<file path="src/rtl/trace_capture_fifo.sv">
`default_nettype none
// ============================================================================
//  Module   : trace_capture_fifo
//  Purpose  : Captures processor write-back events into a circular FIFO once
//             a trigger PC has been seen while armed. Counts events lost to a
//             full FIFO in a saturating drop counter.
//  Revision : 1.0 - initial release
// ============================================================================
module trace_capture_fifo #(
  parameter int DEPTH = 16,
  parameter int CNT_W = 16
) (
  input  logic                     clk,
  input  logic                     rst,
  input  logic                     arm,
  input  logic [31:0]              trig_pc,
  input  logic                     wb_valid,
  input  logic [31:0]              prog_count,
  input  logic [5:0]               instr_opcode,
  input  logic [4:0]               write_reg_addr,
  input  logic [31:0]              write_reg_data,
  input  logic                     out_ready,
  output logic                     out_valid,
  output logic [31:0]              out_pc,
  output logic [5:0]               out_opcode,
  output logic [4:0]               out_waddr,
  output logic [31:0]              out_wdata,
  output logic [$clog2(DEPTH):0]   level,
  output logic [CNT_W-1:0]         drop_count,
  output logic [1:0]               state
);

  localparam int c_ptr_w   = $clog2(DEPTH);
  localparam int c_lvl_w   = c_ptr_w + 1;
  localparam int c_entry_w = 32 + 6 + 5 + 32;

  typedef enum logic [1:0] {
    ST_IDLE    = 2'b00,
    ST_ARMED   = 2'b01,
    ST_CAPTURE = 2'b10
  } state_e;

  state_e                 state_q;
  logic [c_ptr_w-1:0]     wr_ptr_q;
  logic [c_ptr_w-1:0]     rd_ptr_q;
  logic [c_lvl_w-1:0]     level_q;
  logic [c_lvl_w-1:0]     level_d;
  logic [CNT_W-1:0]       drop_q;
  logic [CNT_W-1:0]       drop_d;
  logic [c_entry_w-1:0]   mem_q [DEPTH];

  logic                   w_trig_hit;
  logic                   w_push_req;
  logic                   w_full;
  logic                   w_empty;
  logic                   w_pop;
  logic                   w_push_ok;
  logic                   w_drop;
  logic                   w_clear_drops;
  logic [c_entry_w-1:0]   w_entry;
  logic [c_entry_w-1:0]   w_head;

  assign w_entry    = {prog_count, instr_opcode, write_reg_addr, write_reg_data};
  assign w_trig_hit = wb_valid && (prog_count == trig_pc);

  // Arm low suppresses pushes in the same cycle that the FSM falls back to IDLE.
  assign w_push_req = arm && (((state_q == ST_ARMED) && w_trig_hit) ||
                              ((state_q == ST_CAPTURE) && wb_valid));

  assign w_full        = (level_q == c_lvl_w'(DEPTH));
  assign w_empty       = (level_q == '0);
  assign w_pop         = !w_empty && out_ready;
  // At full a concurrent pop frees the slot the push lands in.
  assign w_push_ok     = w_push_req && (!w_full || w_pop);
  assign w_drop        = w_push_req && w_full && !w_pop;
  assign w_clear_drops = (state_q == ST_IDLE) && arm;

  // Occupancy and saturating drop-counter next-state.
  always_comb begin
    level_d = level_q;
    if (w_push_ok && !w_pop) begin
      level_d = level_q + 1'b1;
    end else if (!w_push_ok && w_pop) begin
      level_d = level_q - 1'b1;
    end

    drop_d = drop_q;
    if (w_clear_drops) begin
      drop_d = '0;
    end else if (w_drop && (drop_q != {CNT_W{1'b1}})) begin
      drop_d = drop_q + 1'b1;
    end
  end

  // Capture control FSM: IDLE -> ARMED on arm, ARMED -> CAPTURE on trigger PC.
  always_ff @(posedge clk or negedge rst) begin
    if (!rst) begin
      state_q <= ST_IDLE;
    end else begin
      case (state_q)
        ST_IDLE: begin
          if (arm) state_q <= ST_ARMED;
        end
        ST_ARMED: begin
          if (!arm)            state_q <= ST_IDLE;
          else if (w_trig_hit) state_q <= ST_CAPTURE;
        end
        ST_CAPTURE: begin
          if (!arm) state_q <= ST_IDLE;
        end
        default: state_q <= ST_IDLE;
      endcase
    end
  end

  // Pointer, occupancy and drop-counter registers.
  always_ff @(posedge clk or negedge rst) begin
    if (!rst) begin
      wr_ptr_q <= '0;
      rd_ptr_q <= '0;
      level_q  <= '0;
      drop_q   <= '0;
    end else begin
      if (w_push_ok) wr_ptr_q <= wr_ptr_q + 1'b1;
      if (w_pop)     rd_ptr_q <= rd_ptr_q + 1'b1;
      level_q <= level_d;
      drop_q  <= drop_d;
    end
  end

  // Entry storage; contents are masked at the output whenever empty.
  always_ff @(posedge clk) begin
    if (w_push_ok) mem_q[wr_ptr_q] <= w_entry;
  end

  assign w_head    = w_empty ? '0 : mem_q[rd_ptr_q];
  assign out_valid = !w_empty;
  assign {out_pc, out_opcode, out_waddr, out_wdata} = w_head;

  assign level      = level_q;
  assign drop_count = drop_q;
  assign state      = state_q;

endmodule
`default_nettype wire
</file>
<file path="config.mk">
export PLATFORM = sky130hd
export DESIGN_NAME = trace_capture_fifo
export DESIGN_NICKNAME = d
export VERILOG_FILES = /design/src/rtl/trace_capture_fifo.sv
export SDC_FILE = /design/constraint.sdc
export NUM_CORES = 1
export LEC_CHECK = 0
export BUFFER_PORTS_ARGS = -buffer_cell sky130_fd_sc_hd__clkbuf_2
export CORE_MARGIN = 2
export CORE_UTILIZATION = 42
export CTS_BUF_LIST = sky130_fd_sc_hd__clkbuf_8 sky130_fd_sc_hd__clkbuf_16
export DETAILED_ROUTE_END_ITERATION = 12
export PLACE_DENSITY = 0.59
export SYNTH_ARGS = -nofsm -noshare
export SYNTH_HDL_FRONTEND = slang
export SYNTH_SLANG_ARGS = --single-unit
</file>
<file path="constraint.sdc">
create_clock -name clk -period 11.2 [get_ports clk]
set_clock_uncertainty 0.2 [all_clocks]
set_input_delay 1.12 -clock clk [delete_from_list [all_inputs] [get_ports clk]]
set_output_delay 1.12 -clock clk [all_outputs]
set_load 0.05 [all_outputs]
</file>
==> flow_metrics.env, run 1 <==
export IMPL_tritoncts="built"
export IMPL_ys_seq_area_frac=0.7743
export IMPL_grt_max_degree=145
export IMPL_synth_cell_type_count=44
export IMPL_holdWs_ns=0.2990
export IMPL_core_area_mm2=0.1123
export IMPL_reg2reg_to="mem_q[1][70]"
export IMPL_slew_viol_final=0
export IMPL_synth_seq_cells=1231
export IMPL_reg2reg_depth=6
export IMPL_fin_tns_setup_ns=0
export IMPL_fmax_mhz=158.0
export IMPL_ir_drop_mv=0.1037
export IMPL_cp_max_fo=144
export IMPL_route_antenna_remaining_nets=0
export IMPL_synth_nets=2098
export IMPL_path_depth=6
export IMPL_nets=2367
export IMPL_p_leak_nw=17.04
export IMPL_numCtsBuffers=133
export IMPL_syn_area_per_cell_um2=24.07
export IMPL_critPathMostFrequentCell="mux4_2"
export IMPL_cp_end_kind="primary output"
export IMPL_yosysTopAreaCell="edfxtp_1"
export IMPL_row_count=123
export IMPL_power_mw=9.262
export IMPL_tightest_slew_ns=1.185
export IMPL_grt_overflow_total=0
export IMPL_first_pass_iters=5
export IMPL_mostFrequentLayoutCells="1200 x edfxtp_1, 375 x mux4_2, 210 x clkbuf_2, 135 x clkbuf_16, 78 x and2_1"
export IMPL_post_drt_wl_per_cell_um=28.31
export IMPL_crit_buf_inv=3
export IMPL_hp_class="input port to asynchronous set/reset pin"
export IMPL_critPathCapture="out_wdata[28]"
export IMPL_setup_violations=0
export IMPL_post_route_util=0.4848
export IMPL_grt_pass1_wl_um=160700
export IMPL_die_h_um=340.4
export IMPL_h_tree_depth=4
export IMPL_drt_initial_drc_count=2251
export IMPL_syn_inst=1975
export IMPL_cp_data_arrival_time_ns=5.01
export IMPL_drive_gt1_frac=0.3470
export IMPL_cts_max_path_buffers=3
export IMPL_critPathMaxStageDelay_ns=0.91
export IMPL_cts_setup_buffers=0
export IMPL_grt_antenna_before_repair=9
export IMPL_vias_per_cell=5.636
export IMPL_ctsHoldBuffers=0
export IMPL_die_w_um=340.4
export IMPL_cp_required_ns=9.88
export IMPL_ios=211
export IMPL_die_area_mm2=0.1159
export IMPL_startpoint="rd_ptr_q[1]"
export IMPL_drc=0
export IMPL_start_kind="flop"
export IMPL_netlist_area_mm2=0.04754
export IMPL_finalCritPeriodShare=0.5652
export IMPL_path_clk_slew_ns=0.06
export IMPL_grt_usage=0.1914
export IMPL_wl_um=109000
export IMPL_cts_sinks=1231
export IMPL_via_count=21706
export IMPL_synth_top_cell_area_share=0.7580
export IMPL_hpwlAfterDp_um=58970
export IMPL_cts_root_buf="clkbuf_16"
export IMPL_final_common_cell="edfxtp_1"
export IMPL_r2r_start="state[0]"
export IMPL_rrSetupSlack_ns=6.71
export IMPL_slew_headroom=0.2102
export IMPL_numPortBuffers=210
export IMPL_gp_congestion=0.7753
export IMPL_synthArstFlopShare=0.02518
export IMPL_outcome="finished, final reports clean"
export IMPL_cp_slowest_cell="dfrtp_4"
export IMPL_cap_violations=0
export IMPL_start_util=0.4232
export IMPL_cp_top_family="buffers and inverters"
export IMPL_power_density_mw_per_mm2=170.1
export IMPL_ys_warn_count=0
export IMPL_synth_ff_type="edfxtp_1"
export IMPL_critPathKind="flop to primary output"
export IMPL_path_cells="buf_12 -> buf_4 -> mux4_2 -> mux4_2 -> and2_1 -> clkbuf_2"
export IMPL_grt_pass1_vias=23141
export IMPL_area_growth_syn_to_layout_pct=14.55
export IMPL_clk_latency_ns=0.73
export IMPL_finalCriticalPeriod_ns=6.331
export IMPL_synth_edff_count=1200
export IMPL_rsz0062_at_grt="false"
export IMPL_hold_viol_final=0
export IMPL_synthTopCellsByArea="edfxtp_1 76%, mux4_2 18%, dfrtp_1 1.6%"
export IMPL_cts_resized=0
==> flip-flops by register name (all words and copies together) (netlist names) <==
name and flops:
wr_ptr_q 4, level 5, state 2, drop_count 16, mem_q 1200, rd_ptr_q 4
==> worst register-to-register path, delay by kind of cell (launching register included) <==
kind,cells,cell delay [ns]
buf+inv,1,0.85
simple gates,2,1.14
flops,1,0.62
compound gates,3,1.16
==> layout make-up <==
cell class	instances	area (um^2)
clock buffer	135	3378
sequential	1231	36830
antenna	5	12.51
clock inverter	102	691.9
inverter	6	22.52
multi-input combinational	633	10360
timing repair buffer	239	1294
fill	9093	57890
tap	1500	1877
==> synth_stat cells (all sizes together), types with 2 or more instances <==
library cell  number
and2              78
nor2b              3
nor2               8
inv                6
nand2b             2
buf               36
nor3               2
ha                10
xnor2             10
o211ai             3
dfrtp             31
a21oi             14
nand2             12
nand4              4
mux4             375
a21o               2
and4               4
and3               9
clkbuf            69
or4                7
nand3              9
and4b              4
o21ai             10
or3                8
mux2               2
nor4               8
xor2              32
edfxtp          1200
nor4bb             2
o31ai              5
==> through the flow <==
| stage | cells | worst slack, ns | area, um^2 |
|---|---|---|---|
| floorplan | 1975 | 0.7934 | 47540 |
| global placement | 3609 | 5.442 | 50380 |
| detailed placement | 3609 | 5.396 | 50380 |
| CTS | 3846 | 4.656 | 54450 |
| global route | 3847 | 4.468 | 54450 |
| finish | 3851 | 4.869 | 54460 |
==> routing by layer <==
metal	part of all wire	vias up	global-route usage
li1	-	9016	-
met1	0.43	11815	0.2721
met2	0.48	703	0.3012
met3	0.062	166	0.03837
met4	0.024	6	0.05874
met5	0.00031	-	0
==> where the power goes <==
group | internal [mW] | switching, mW | leakage (nW)
Combinational | 0.0226 | 0.0929 | 3.72
Sequential | 5.05 | 0.000900 | 11.2
Clock | 2.35 | 1.75 | 2.12
Total | 7.42 | 1.84 | 17.0
==> cells by family (layout without fill, tap and decap cells) <==
group                      count (synthesis)  after routing  share of synthesized area
DFF                                     1231           1231                     0.7743
muxes                                    378            378                     0.1783
and+or+nand+nor                          162            162                    0.02119
buffers and inverters                    111            482                   0.009790
xor gates and xnor gates                  42             42                   0.007737
AOI/OAI and AO/OA                         40             40                   0.005632
adders and majority gates                 11             11                   0.003053
other                                      0              5                          0
==> worst min path at each step <==
stage,from,end,slack (ns),cells after the start
6_report,rst,drop_count[6],0.30,1
3_3_place_gp,level[4],level[4],0.32,1
4_1_cts,rst,drop_count[0],0.30,1
5_1_grt,rst,drop_count[0],0.34,1
3_5_place_dp,level[4],level[4],0.32,1
2_1_floorplan,wr_ptr_q[1],wr_ptr_q[3],0.37,2
Note: power is estimated with default switching activity, not from simulation.
==> run 2, diff against run 1 <==
ABC_AREA = 1   (was unset)
PLACE_DENSITY = 0.61   (was 0.59)
clock period = 5.49 ns   (was 11.2 ns; I/O delays follow)
==> run 2 against run 1 <==
Core utilization shrank 0.49 points. Power grew to 3.1 times the previous value. Worst hold slack worse by 0.25 ns. Final cell count rose by 39%. Clock power is 97% higher. Clock-buffer cell count fell by 9. First-iteration DRC count increased by 24%. Global-route usage increased by 2.2 points. Register-to-register slack got worse by 4.1 ns. Die area grew 2.7%.
==> flow_metrics.env, run 2 <==
export IMPL_p_leak_nw=18.03
export IMPL_core_area_mm2=0.1157
export IMPL_cp_end_kind="primary output"
export IMPL_vias_per_cell=5.684
export IMPL_outcome="finished, final reports clean"
export IMPL_hold_depth=1
export IMPL_drc=0
export IMPL_synth_seq_cells=1231
export IMPL_grt_max_degree=201
export IMPL_stdcell_area_mm2=0.05553
export IMPL_area_growth_syn_to_layout_pct=13.72
export IMPL_grt_pass1_wl_um=192100
export IMPL_hpwlAfterDp_um=68310
export IMPL_slew_viol_final=0
export IMPL_synth_cell_type_count=39
export IMPL_setup_violations=0
export IMPL_r2r_start="level[1]"
export IMPL_nets=3869
export IMPL_reg2reg_to="level[4]"
export IMPL_post_drt_wl_per_cell_um=23.92
export IMPL_hp_class="input port to flop"
export IMPL_cts_sinks=1231
export IMPL_tritoncts="built"
export IMPL_place_area_mm2=0.05166
export IMPL_grt_usage=0.2134
export IMPL_ios=211
export IMPL_path_clk_slew_ns=0.06
export IMPL_gp_congestion=0.7790
export IMPL_numCtsBuffers=121
export IMPL_clk_latency_ns=0.70
export IMPL_fin_tns_setup_ns=0
export IMPL_rrSetupSlack_ns=2.57
export IMPL_post_route_util=0.4798
export IMPL_hold_viol_final=0
export IMPL_largest_reg_flops=1200
export IMPL_critPathKind="flop to primary output"
export IMPL_cp_data_arrival_time_ns=3.87
export IMPL_row_count=125
export IMPL_synth_nets=3725
export IMPL_fmax_mhz=216.3
export IMPL_via_count=30522
export IMPL_start_kind="flop"
export IMPL_slew_headroom=0.2539
export IMPL_largest_register="mem_q"
export IMPL_drt_initial_drc_count=2782
export IMPL_holdPathEnd="mem_q[1][17]"
export IMPL_final_common_cell="edfxtp_1"
export IMPL_drive_gt1_frac=0.1285
export IMPL_die_w_um=345.0
export IMPL_synth_edff_count=1200
export IMPL_tightest_slew_ns=1.115
export IMPL_die_h_um=345.0
export IMPL_netlist_area_mm2=0.04883
export IMPL_mostFrequentLayoutCells="1200 x edfxtp_1, 649 x nor2_1, 605 x o21ai_0, 216 x o221ai_1, 210 x clkbuf_2"
export IMPL_ir_drop_mv=0.3957
export IMPL_finalCriticalPeriod_ns=4.623
export IMPL_synth_common_cells="1200 x edfxtp_1, 665 x nor2_1, 605 x o21ai_0, 216 x o221ai_1, 167 x clkbuf_1"
export IMPL_reg2reg_depth=13
export IMPL_cp_required_ns=4.74
export IMPL_min_from="write_reg_data[17]"
export IMPL_cp_max_fo=200
export IMPL_yosysTopAreaCell="edfxtp_1"
export IMPL_grt_antenna_before_repair=3
export IMPL_synth_most_common_cell="edfxtp_1"
export IMPL_ys_seq_area_frac=0.7538
export IMPL_first_pass_iters=5
export IMPL_h_tree_depth=3
export IMPL_grt_pass1_vias=29984
export IMPL_synth_top_cell_area_share=0.7379
export IMPL_start_util=0.4219
export IMPL_cap_violations=0
export IMPL_power_mw=29.13
export IMPL_cts_setup_buffers=0
export IMPL_synthArstFlopShare=0.02518
export IMPL_cts_max_path_buffers=3
export IMPL_wl_um=128400
export IMPL_syn_area_per_cell_um2=13.56
export IMPL_syn_inst=3602
export IMPL_route_antenna_remaining_nets=0
export IMPL_cts_resized=0
export IMPL_grt_overflow_total=0
export IMPL_cts_root_buf="clkbuf_16"
export IMPL_ys_warn_count=0
export IMPL_rsz0062_at_grt="false"
export IMPL_power_density_mw_per_mm2=524.5
export IMPL_holdWs_ns=0.04728
export IMPL_die_area_mm2=0.1190
export IMPL_numPortBuffers=210
export IMPL_synth_ff_type="edfxtp_1"
export IMPL_finalCritPeriodShare=0.8420
export IMPL_synthTopCellsByArea="edfxtp_1 74%, o21ai_0 6.2%, nor2_1 5.1%"
[run 2: how the worst max path moves through the flow]
stage / from / slack, ns / end
after global routing: rd_ptr_q[0] / 0.68 / out_pc[23]
after CTS: rd_ptr_q[0] / 0.83 / out_pc[27]
after global placement: prog_count[3] / 0.93 / mem_q[1][39]
final: rd_ptr_q[0] / 0.87 / out_pc[27]
after detailed placement: prog_count[3] / 0.97 / mem_q[1][36]
after floorplan: prog_count[25] / 0.1 / mem_q[0][0]
[run 2: timing repair]
item / in CTS / in global routing
setup endpoints to repair: 0 / 0
endpoints found under the hold margin: 34 / 0
hold buffers: 3 / 0
[run 2: critical path: stages (launching register included)]
cell and delay, ns:
dfrtp_4 0.69, inv_16 0.53, buf_4 0.40, o21ai_0 0.11, o221ai_1 0.31, nand3_1 0.13, a21oi_1 0.43, clkbuf_2 0.36
[run 2: per-stage QoR]
stage | instances | setup slack (ns)
6_report | 5370 | 0.8673
5_1_grt | 5368 | 0.6779
4_1_cts | 5368 | 0.8305
3_5_place_dp | 5144 | 0.9651
3_3_place_gp | 5144 | 0.9291
2_1_floorplan | 3602 | 0.09818
[run 2: layer usage]
| layer | GRT usage | share of wire | vias up |
|---|---|---|---|
| li1 | - | - | 13958 |
| met1 | 0.3019 | 0.44 | 15510 |
| met2 | 0.3523 | 0.48 | 891 |
| met3 | 0.03117 | 0.059 | 159 |
| met4 | 0.04500 | 0.017 | 4 |
| met5 | 0 | 0.00021 | - |
[run 2: power breakdown]
part	switching (mW)	internal [mW]
Clock	3.46	4.59
Sequential	0.266	10.3
Combinational	7.92	2.54
[run 2: cell type report]
type / instances / area [um^2]
Fill cell: 10083 / 60200
Sequential cell: 1231 / 36830
Multi-Input combinational cell: 2037 / 10730
Clock buffer: 126 / 3131
Timing Repair Buffer: 281 / 1917
Tap cell: 1524 / 1907
Clock inverter: 95 / 710.7
Inverter: 74 / 309.0
Antenna cell: 2 / 5.005
[run 2: cell families (layout without fill, tap and decap cells)]
group,Yosys count,count (layout),synth area share
buffers and inverters,334,576,0.02898
adder cells (fa/ha/maj),11,11,0.002972
flip-flops,1231,1231,0.7538
AO/OA/AOI/OAI,1078,1078,0.1341
AND/OR/NAND/NOR,924,924,0.07582
XOR/XNOR,24,24,0.004304
other,0,2,0
